File: src/rtl/memory_access_pkg.sv
// Shared encodings for the RV32I memory stage: opcodes, funct3 size codes,
// the canonical NOP and the access-size classification helpers.
package memory_access_pkg;

    localparam logic [6:0]  OP_LOAD      = 7'b0000011;
    localparam logic [6:0]  OP_STORE     = 7'b0100011;

    localparam logic [2:0]  F3_B         = 3'b000;
    localparam logic [2:0]  F3_H         = 3'b001;
    localparam logic [2:0]  F3_W         = 3'b010;
    localparam logic [2:0]  F3_BU        = 3'b100;
    localparam logic [2:0]  F3_HU        = 3'b101;

    localparam logic [31:0] NOP_ENCODING = 32'h0000_0013;

    typedef enum logic {
        IDLE,
        ACCESS
    } state_e;

    typedef enum logic [1:0] {
        SIZE_B,
        SIZE_H,
        SIZE_W
    } size_e;

    // Unsigned variants share the width of their signed counterparts;
    // any unrecognised funct3 is treated as a full word.
    function automatic size_e size_of(input logic [2:0] funct3);
        size_e sz;
        case (funct3)
            F3_B, F3_BU: sz = SIZE_B;
            F3_H, F3_HU: sz = SIZE_H;
            F3_W:        sz = SIZE_W;
            default:     sz = SIZE_W;
        endcase
        return sz;
    endfunction

    function automatic logic is_misaligned(input size_e sz, input logic [1:0] offset);
        logic bad;
        case (sz)
            SIZE_H:  bad = offset[0];
            SIZE_W:  bad = (offset != 2'b00);
            default: bad = 1'b0;
        endcase
        return bad;
    endfunction

endpackage

File: src/rtl/memory_access_load_align.sv
// Load-data lane selection and sign/zero extension for the memory stage.
// Purely combinational: read word + byte offset + funct3 -> 32-bit result.
module load_align
    import memory_access_pkg::*;
(
    input  logic [31:0] rdata,
    input  logic [1:0]  offset,
    input  logic [2:0]  funct3,
    output logic [31:0] result
);

    logic [7:0]  byte_lane;
    logic [15:0] half_lane;

    always_comb begin
        case (offset)
            2'd0:    byte_lane = rdata[7:0];
            2'd1:    byte_lane = rdata[15:8];
            2'd2:    byte_lane = rdata[23:16];
            default: byte_lane = rdata[31:24];
        endcase
        half_lane = offset[1] ? rdata[31:16] : rdata[15:0];
    end

    always_comb begin
        case (funct3)
            F3_B:    result = {{24{byte_lane[7]}}, byte_lane};
            F3_H:    result = {{16{half_lane[15]}}, half_lane};
            F3_BU:   result = {24'h000000, byte_lane};
            F3_HU:   result = {16'h0000, half_lane};
            default: result = rdata;
        endcase
    end

endmodule

File: src/rtl/memory_access.sv
// RV32I memory stage: issues LOAD/STORE over a req/ack data-memory handshake
// and hands retired instructions (or a NOP for faults/bubbles) to writeback.
module memory_access
    import memory_access_pkg::*;
#(
    parameter logic [31:0] NOP_INSN = NOP_ENCODING
) (
    input  logic        clk,
    input  logic        rst,
    input  logic        valid_in,
    input  logic [31:0] instruction_in,
    input  logic [31:0] alu_result,
    input  logic [31:0] store_data,
    output logic        stall,
    output logic        dmem_req,
    output logic        dmem_we,
    output logic [31:0] dmem_addr,
    output logic [31:0] dmem_wdata,
    output logic [3:0]  dmem_wstrb,
    input  logic [31:0] dmem_rdata,
    input  logic        dmem_ack,
    output logic [31:0] instruction_out,
    output logic [31:0] wb_data,
    output logic        valid_out,
    output logic        misaligned
);

    state_e      state;
    logic [31:0] insn_q;
    logic [1:0]  offset_q;
    logic [2:0]  funct3_q;
    logic        is_load_q;

    logic [6:0]  opcode;
    logic [2:0]  funct3;
    logic [1:0]  offset;
    logic        is_load;
    logic        is_store;
    logic        is_mem;
    logic        bad_align;
    size_e       size_in;
    logic [3:0]  strobe;
    logic [31:0] lanes;
    logic [31:0] load_result;

    always_comb begin
        opcode    = instruction_in[6:0];
        funct3    = instruction_in[14:12];
        offset    = alu_result[1:0];
        is_load   = (opcode == OP_LOAD);
        is_store  = (opcode == OP_STORE);
        is_mem    = is_load || is_store;
        size_in   = size_of(funct3);
        bad_align = is_misaligned(size_in, offset);
    end

    // Store byte enables and lane-replicated write data.
    always_comb begin
        strobe = 4'b1111;
        lanes  = store_data;
        case (size_in)
            SIZE_B: begin
                strobe = 4'b0001 << offset;
                lanes  = {4{store_data[7:0]}};
            end
            SIZE_H: begin
                strobe = 4'b0011 << offset;
                lanes  = {2{store_data[15:0]}};
            end
            default: begin
                strobe = 4'b1111;
                lanes  = store_data;
            end
        endcase
    end

    load_align u_load_align (
        .rdata  (dmem_rdata),
        .offset (offset_q),
        .funct3 (funct3_q),
        .result (load_result)
    );

    assign stall = (state == ACCESS);

    always_ff @(posedge clk) begin
        if (rst) begin
            state           <= IDLE;
            dmem_req        <= 1'b0;
            dmem_we         <= 1'b0;
            dmem_wstrb      <= '0;
            dmem_addr       <= '0;
            dmem_wdata      <= '0;
            valid_out       <= 1'b0;
            misaligned      <= 1'b0;
            instruction_out <= NOP_INSN;
            wb_data         <= '0;
            insn_q          <= NOP_INSN;
            offset_q        <= '0;
            funct3_q        <= '0;
            is_load_q       <= 1'b0;
        end else begin
            case (state)
                IDLE: begin
                    valid_out       <= 1'b0;
                    misaligned      <= 1'b0;
                    instruction_out <= NOP_INSN;
                    wb_data         <= '0;
                    if (valid_in) begin
                        if (!is_mem) begin
                            instruction_out <= instruction_in;
                            wb_data         <= alu_result;
                            valid_out       <= 1'b1;
                        end else if (bad_align) begin
                            // Faulted access retires as a NOP so writeback never writes rd.
                            valid_out  <= 1'b1;
                            misaligned <= 1'b1;
                        end else begin
                            insn_q     <= instruction_in;
                            offset_q   <= offset;
                            funct3_q   <= funct3;
                            is_load_q  <= is_load;
                            dmem_req   <= 1'b1;
                            dmem_we    <= is_store;
                            dmem_addr  <= {alu_result[31:2], 2'b00};
                            dmem_wdata <= lanes;
                            dmem_wstrb <= is_store ? strobe : 4'b0000;
                            state      <= ACCESS;
                        end
                    end
                end

                ACCESS: begin
                    if (dmem_ack) begin
                        dmem_req        <= 1'b0;
                        dmem_we         <= 1'b0;
                        dmem_wstrb      <= '0;
                        valid_out       <= 1'b1;
                        instruction_out <= insn_q;
                        wb_data         <= is_load_q ? load_result : 32'h0000_0000;
                        state           <= IDLE;
                    end
                end

                default: state <= IDLE;
            endcase
        end
    end

endmodule

File: config.mk
export PLATFORM = sky130hd
export DESIGN_NAME = memory_access
export DESIGN_NICKNAME = d
export VERILOG_FILES = /design/src/rtl/memory_access_pkg.sv /design/src/rtl/memory_access_load_align.sv /design/src/rtl/memory_access.sv
export SDC_FILE = /design/constraint.sdc
export NUM_CORES = 1
export LEC_CHECK = 0
export CORE_MARGIN = 2
export CORE_UTILIZATION = 32
export DETAILED_ROUTE_END_ITERATION = 16
export MAX_ROUTING_LAYER = met4
export PLACE_DENSITY = 0.59
export SYNTH_ARGS = -nofsm -noshare
export SYNTH_HDL_FRONTEND = slang
export SYNTH_SLANG_ARGS = --single-unit
File: constraint.sdc
create_clock -name clk -period 1.6 [get_ports clk]
set_input_delay 0.24 -clock clk [delete_from_list [all_inputs] [get_ports clk]]
set_output_delay 0.24 -clock clk [all_outputs]
set_load 0.005 [all_outputs]
---- Yosys cells after proc, flatten, opt, wreduce, memory -nomap -nowiden ----
Cells that the tools add are included.
storage, ports and cells
  bits in registers ....................... 173
  latch bits .............................. 0
  RAM bits ................................ 0
  ROM bits ................................ 0
  input bits .............................. 132
  output and inout port bits .............. 137
  word-level logic and storage cells ...... 87
  memories kept ........................... 0
operators by class
  add/sub/neg operators ................... 0
  $mul .................................... 0
  divide/modulo/power cells ............... 0
  magnitude comparators ................... 0
  equal/unequal tests ..................... 16
  shift-type cells ........................ 2
  multiplexer cells ....................... 43
  bitwise operators ....................... 2
  reduce and logical (&&, ||, !) cells .... 10
operator list
  kind                   count
  $mux W32               7
  $pmux W32 S2           3
  $pmux W32 S4           1
  $pmux W8 S3            1
  $mux W4                5
  $mux W1                17
  $mux W16               1
  $pmux W4 S2            2
  $eq A3 B3 Y1 const B   4
  $pmux W1 S2            5
  $ne A2 B2 Y1 const B   4
  $reduce_and A4 Y1      2
  $eq A7 B2 Y1 const B   1
  $eq A7 B6 Y1 const B   1
  $eq A3 B1 Y1 const B   2
  $logic_not A3 Y1       2
  $eq A2 B1 Y1 const B   2
  $eq A2 B2 Y1 const B   2
  $logic_not A2 Y1       2
  $pmux W2 S2            1
  $reduce_or A2 Y1       2
  $shl A1 B2 Y4 const A  1
  $shl A2 B2 Y4 const A  1
  $not A1 Y1             2
  2 further kinds        2

---- Depth between registers and ports, before layout ----
  depth after elaboration ................. 10
  gate-level depth with buffers ........... 8
  mapped depth without buffers ............ 4

---- By module ----
Synthesis repeated with hierarchy kept, for this count alone.
unflattened totals
  cell total of the unflattened synthesis .. 1034
  area total of the unflattened synthesis .. 7768.7 sq um
modules (own cells, without submodules)
  module         times used  cells an instance  area each (sq um)  seq. area each (sq um)
  memory_access  1           903                7045.5             3403.3
  load_align     1           131                723.2              0.0

---- Least setup slack after synthesis ----
Ideal clock, no wire load.
  path kind ............................... reg-to-reg
  from .................................... register offset_q[1]
  to ...................................... register wb_data[21]
  library setup time ...................... 86 ps
  data arrival time ....................... 1495 ps
  data required time ...................... 1514 ps
  path slack .............................. 19 ps
  stages on the path, launching flop included .. 7
  path buffers ............................ 2
  period minus slack after synthesis ...... 1581 ps
  cells stage by stage .................... dfxtp_1 -> buf_2 -> or2_2 -> o22ai_4 -> o22ai_2 -> buf_4 -> a211oi_1
on the way
  cells in the longest elaborated chain, start to end .. 6
  elaborated cells between the ends (all ways) .. 9
  those cells by class .................... eq/ne (2); mux (6); reduce/logical (1)
ends and longest elaborated chain
  what                                        RTL line                        text
  from (decl)                                 memory_access.sv:30             logic [1:0] offset_q;
  from (signal assigned)                      memory_access.sv:120            offset_q <= offset;
  $eq A2 B2 Y1, or another cell as far along  memory_access_load_align.sv:16  case (offset)
  $pmux W8 S3                                 memory_access_load_align.sv:16
  $pmux W32 S4 *                              memory_access_load_align.sv:26  case (funct3)
  $mux W32 *                                  memory_access.sv:140            wb_data <= is_load_q ? load_result : 32'h0000_0000;
  $mux W32 *                                  memory_access.sv:134            if (dmem_ack) begin
  $pmux W32 S2 *                              memory_access.sv:103            case (state)
  to (signal assigned)                        memory_access.sv:112            wb_data <= alu_result;
  to (signal assigned)                        memory_access.sv:140
  to (decl)                                   memory_access.sv:23             output logic [31:0] wb_data,
Every way passes the cells marked *; elsewhere a longest branch is shown, timed or not. The select of a mux whose other input is x is not followed.
A chain may end at the register's enable or synchronous reset.

---- Worst setup path after layout ----
  from .................................... register state (netlist: stall)
  to ...................................... register dmem_addr[2]
on the way
  cells in the longest elaborated chain, start to end .. 2
ends and longest elaborated chain
  what                         RTL line              text
  from (decl)                  memory_access.sv:28   state_e state;
  from (signal assigned)       memory_access.sv:88   state <= IDLE;
  from (signal assigned)       memory_access.sv:128  state <= ACCESS;
  from (signal assigned)       memory_access.sv:141  state <= IDLE;
  $not A1 Y1                   n/a
  $reduce_and A4 Y1 (no line)  n/a
  to (signal assigned)         memory_access.sv:125  dmem_addr <= {alu_result[31:2], 2'b00};
  to (decl)                    memory_access.sv:17   output logic [31:0] dmem_addr,
Every way passes these cells.

==> key figures <==
Pwr
  – Power density of the placed cells: just over 800 nW/um^2
  – Final total power: just under 10 mW
  – Worst IR Drop VDD: 0.573 mV
  – Standby leakage power: ~4.3 nW

Floorplanning
  – Boundary Pins: roughly 270
  – Die Y-Extent: about 160 microns
  – Area inside the core boundary: roughly 23000 sq um
  – Die Area: between 20000 and 25000 sq um
  – Width of the chip: about 160 microns
  – Cell row count: 55
  – Effective utilization at floorplan: between 30% and 40%

Run
  – Count of max-cap constraint violations: 0

Worst setup path
  – Beginning of the critical path: stall
  – Cell type group with the largest total delay on the critical path: compound AO/OA/AOI/OAI gates
  – Maximum net fanout on the critical path: 14
  – Setup crit end kind: register
  – Count of buffer and inverter cells on the critical path: 3
  – Sequence of cells on the critical path: and2b_2 > buf_4 > o2111a_4 > buf_12 > clkbuf_16 > nand2_1 > a21oi_1
  – R2R depth: 7
  – Reg-to-reg critical path endpoint: dmem_addr[2]
  – Source of the worst register-to-register timing path: stall
  – End of the critical path: dmem_addr[2]
  – Critical Path RT: a little under 2 ns
  – Kind of start point of the critical path: register
  – Slowest cell on the critical path: dfxtp_2
  – Crit Path Class: register to register
  – Slowest Stage Delay on Critical Path: ~0.33 ns
  – Cell count along the critical path: 7
  – Minimum setup slack among reg-to-reg paths: -0.006 ns
  – Worst EP arrival: around 2 ns

Global routing
  – Via count of the first global-routing pass: between 7000 and 8000
  – Global-route wire length before repair: between 40 and 50 mm
  – Total global routing track utilization: about 23%
  – Overall overflow remaining after global route: 0
  – Antenna violations before repair: 0
  – Largest net degree at the start of global routing: approximately 60

Clock network
  – Insertion delay of the later-clocked pin in the worst-skew pair: 0.43 ns
  – Root Driver: clkbuf_16
  – Deepest clock path buffer count: 2
  – Total of hold buffers inserted after clock tree synthesis: 0
  – Total CTS buffers: 17
  – H-Tree Depth: 4
  – Clock sink total: 170
  – TritonCTS clock tree: done
  – Clock transition at path regs: ~0.070 ns

Drt
  – Antenna-violating nets left: 0
  – Length of the first detailed-routing pass in iterations: 5
  – Via count of the routed design: approximately 7600
  – Detailed Route Iter0 Violations: ~380
  – Wirelength, routed: about 27 mm
  – Remaining design rule violation count: 0
  – Average vias per placed instance: slightly above 5
  – Routed length per placed instance: between 15 and 20 microns

Placement
  – Sum of net half-perimeters after detailed placement: approximately 19 mm
  – Final GP Congestion: a little under 0.9
  – Buffers on Ports: around 270
  – Worst setup slack after placement: -0.615 ns

Timing
  – Setup slack of the critical path after layout: -0.00563 ns
  – Headroom to the max-slew limit: between 60 and 70%
  – Number of slew-limit violations in the final report: 0
  – RSZ-0062 raised after global routing: true
  – Tcrit/Tclk final: 100%
  – Worst clock skew: about 0.0099 ns
  – Pin slew with the least headroom to its limit: approximately 0.51 ns
  – Final critical path time including I/O delays and setup: ~1.6 ns
  – Post-Route Hold Slack: 0.250 ns
  – Highest attainable clock frequency: roughly 620 MHz
  – Sum of negative setup slack: -0.0166 ns
  – Hold violation count in the final report: 0
  – Final setup violation count: 4

Run status
  – Failing checks: setup timing
  – Result of the run: complete, but fails checks

Cells and area
  – Register area: roughly 3400 sq um
  – Total area of multi-input combinational cells: approximately 3800 sq um
  – Fraction of final layout cells sized beyond drive strength 1: 15.0%
  – Layout overhead on the synthesized area: 61.4%
  – # fillers: approximately 2100
  – Net count, final: roughly 1300

Hold path
  – Worst min path class: input port to register

Yosys
  – Cells after Synth: 895
  – Register bit count reported by yosys: 170
  – Cells taking the most area after synthesis: dfxtp_1 (46%), nand2_1 (9.4%), a21oi_1 (7.0%)
  – Post-Syn Area: 7360 sq um
  – Ys async rst share: 0%
  – Number of synthesized flops with an enable pin: 0
  – Total number of yosys warnings: 0
  – Leading cell type by number of instances after synthesis: nand2_1
  – Dominant synthesized flop cell: dfxtp_1
  – Top-area cell type share of the netlist area: 46.3%
  – Leading cell types by count after synthesis: nand2_1 (185), dfxtp_1 (170), a21oi_1 (103)
  – Synth area leader: dfxtp_1
  – Portion of the post-synthesis area used by sequential elements: a little under half
  – Post-Syn Area per Cell: 8.22 sq um
  – Number of different library cells in the post-synthesis netlist: 46
==> cells by family (layout without fill, tap and decap cells) <==
group           count (synthesis)  in the layout  share of synthesized area (%)
mux                            34             34                           4.71
simple gates                  329            329                           18.8
other cells                     1              3                         0.0510
flops                         170            170                           46.3
compound gates                265            267                           24.3
buf+inv                        96            394                           5.88
==> per-layer routing <==
| metal | wire (microns) | GRT usage [%] | vias to the layer above |
|---|---|---|---|
| met1 | 12300 | 29.3 | 3566 |
| met5 | 0 | - | - |
| li1 | - | - | 3751 |
| met3 | 1630 | 4.92 | 25 |
| met2 | 13100 | 35.2 | 234 |
| met4 | 459 | 6.99 | 0 |
==> cell type report <==
type	count	share of cell area, %
multi-input cells	632	31.9
repair buffers	353	31.1
flip-flops and latches	170	28.7
clock buffers	18	3.61
well taps	285	3.00
clock inverters	14	1.36
inverters	9	0.284
diodes	1	0.0211
==> timing repair <==
| action | CTS | global route |
|---|---|---|
| pin swaps | 2 | 7 |
| setup endpoints to repair | 149 | 142 |
| cloned | 7 | 2 |
| resized for setup | 19 | 46 |
| buffers inserted | 2 | 6 |
==> state kept, by name, indices dropped and copies added, names as in the netlist, 2 cells and up <==
register	count
wb_data	32
offset_q	2
instruction_out	32
dmem_wstrb	4
dmem_addr	30
dmem_wdata	32
insn_q	32
==> report_power, final <==
part	internal (mW)	switching [mW]
Clock	2.34	1.87
Sequential	4.30	0.0386
Combinational	0.649	0.489
Total	7.30	2.40
==> cell usage in the layout, fill, tap and decap left out, types with 4 or more instances in the layout <==
| master | synthesis | final |
|---|---|---|
| a211oi_1 | 40 | 36 |
| a211oi_2 | 0 | 4 |
| a21oi_1 | 103 | 96 |
| a21oi_2 | 0 | 7 |
| a221oi_1 | 37 | 14 |
| a221oi_2 | 0 | 23 |
| a22oi_1 | 18 | 18 |
| a311oi_1 | 8 | 8 |
| a32oi_1 | 4 | 4 |
| and2_1 | 5 | 5 |
| buf_12 | 0 | 17 |
| buf_4 | 12 | 53 |
| buf_6 | 0 | 11 |
| clkbuf_16 | 0 | 19 |
| clkdlybuf4s50_1 | 0 | 256 |
| clkinv_4 | 0 | 4 |
| dfxtp_1 | 170 | 167 |
| dlygate4sd2_1 | 0 | 6 |
| inv_1 | 7 | 7 |
| mux2_2 | 5 | 5 |
| mux2i_1 | 29 | 28 |
| nand2_1 | 185 | 185 |
| nand2b_1 | 10 | 9 |
| nand3_1 | 6 | 6 |
| nor2_1 | 77 | 77 |
| nor3_1 | 29 | 28 |
| o211ai_1 | 18 | 18 |
| o21ai_0 | 18 | 18 |
| o21bai_1 | 7 | 7 |
==> worst min path at each step <==
| stage | endpoint | cells past startpoint | slack, ns | startpoint |
|---|---|---|---|---|
| 6_report | insn_q[17] | 2 | 0.25 | rst |
| 3_5_place_dp | insn_q[0] | 1 | 0.43 | insn_q[0] |
| 5_1_grt | insn_q[23] | 2 | 0.26 | rst |
| 4_1_cts | insn_q[17] | 2 | 0.24 | rst |
| 2_1_floorplan | is_load_q | 1 | 0.34 | instruction_in[5] |
| 3_3_place_gp | insn_q[0] | 1 | 0.43 | insn_q[0] |
==> through the flow <==
step	utilization [%]	std cells	area, sq um
6_report	52.6	1482	11900
5_1_grt	52.6	1481	11900
4_1_cts	51.2	1474	11600
3_5_place_dp	47.5	1433	10700
3_3_place_gp	47.5	1433	10700
2_1_floorplan	-	896	7360
No activity file was read; power rests on OpenSTA's default activity.
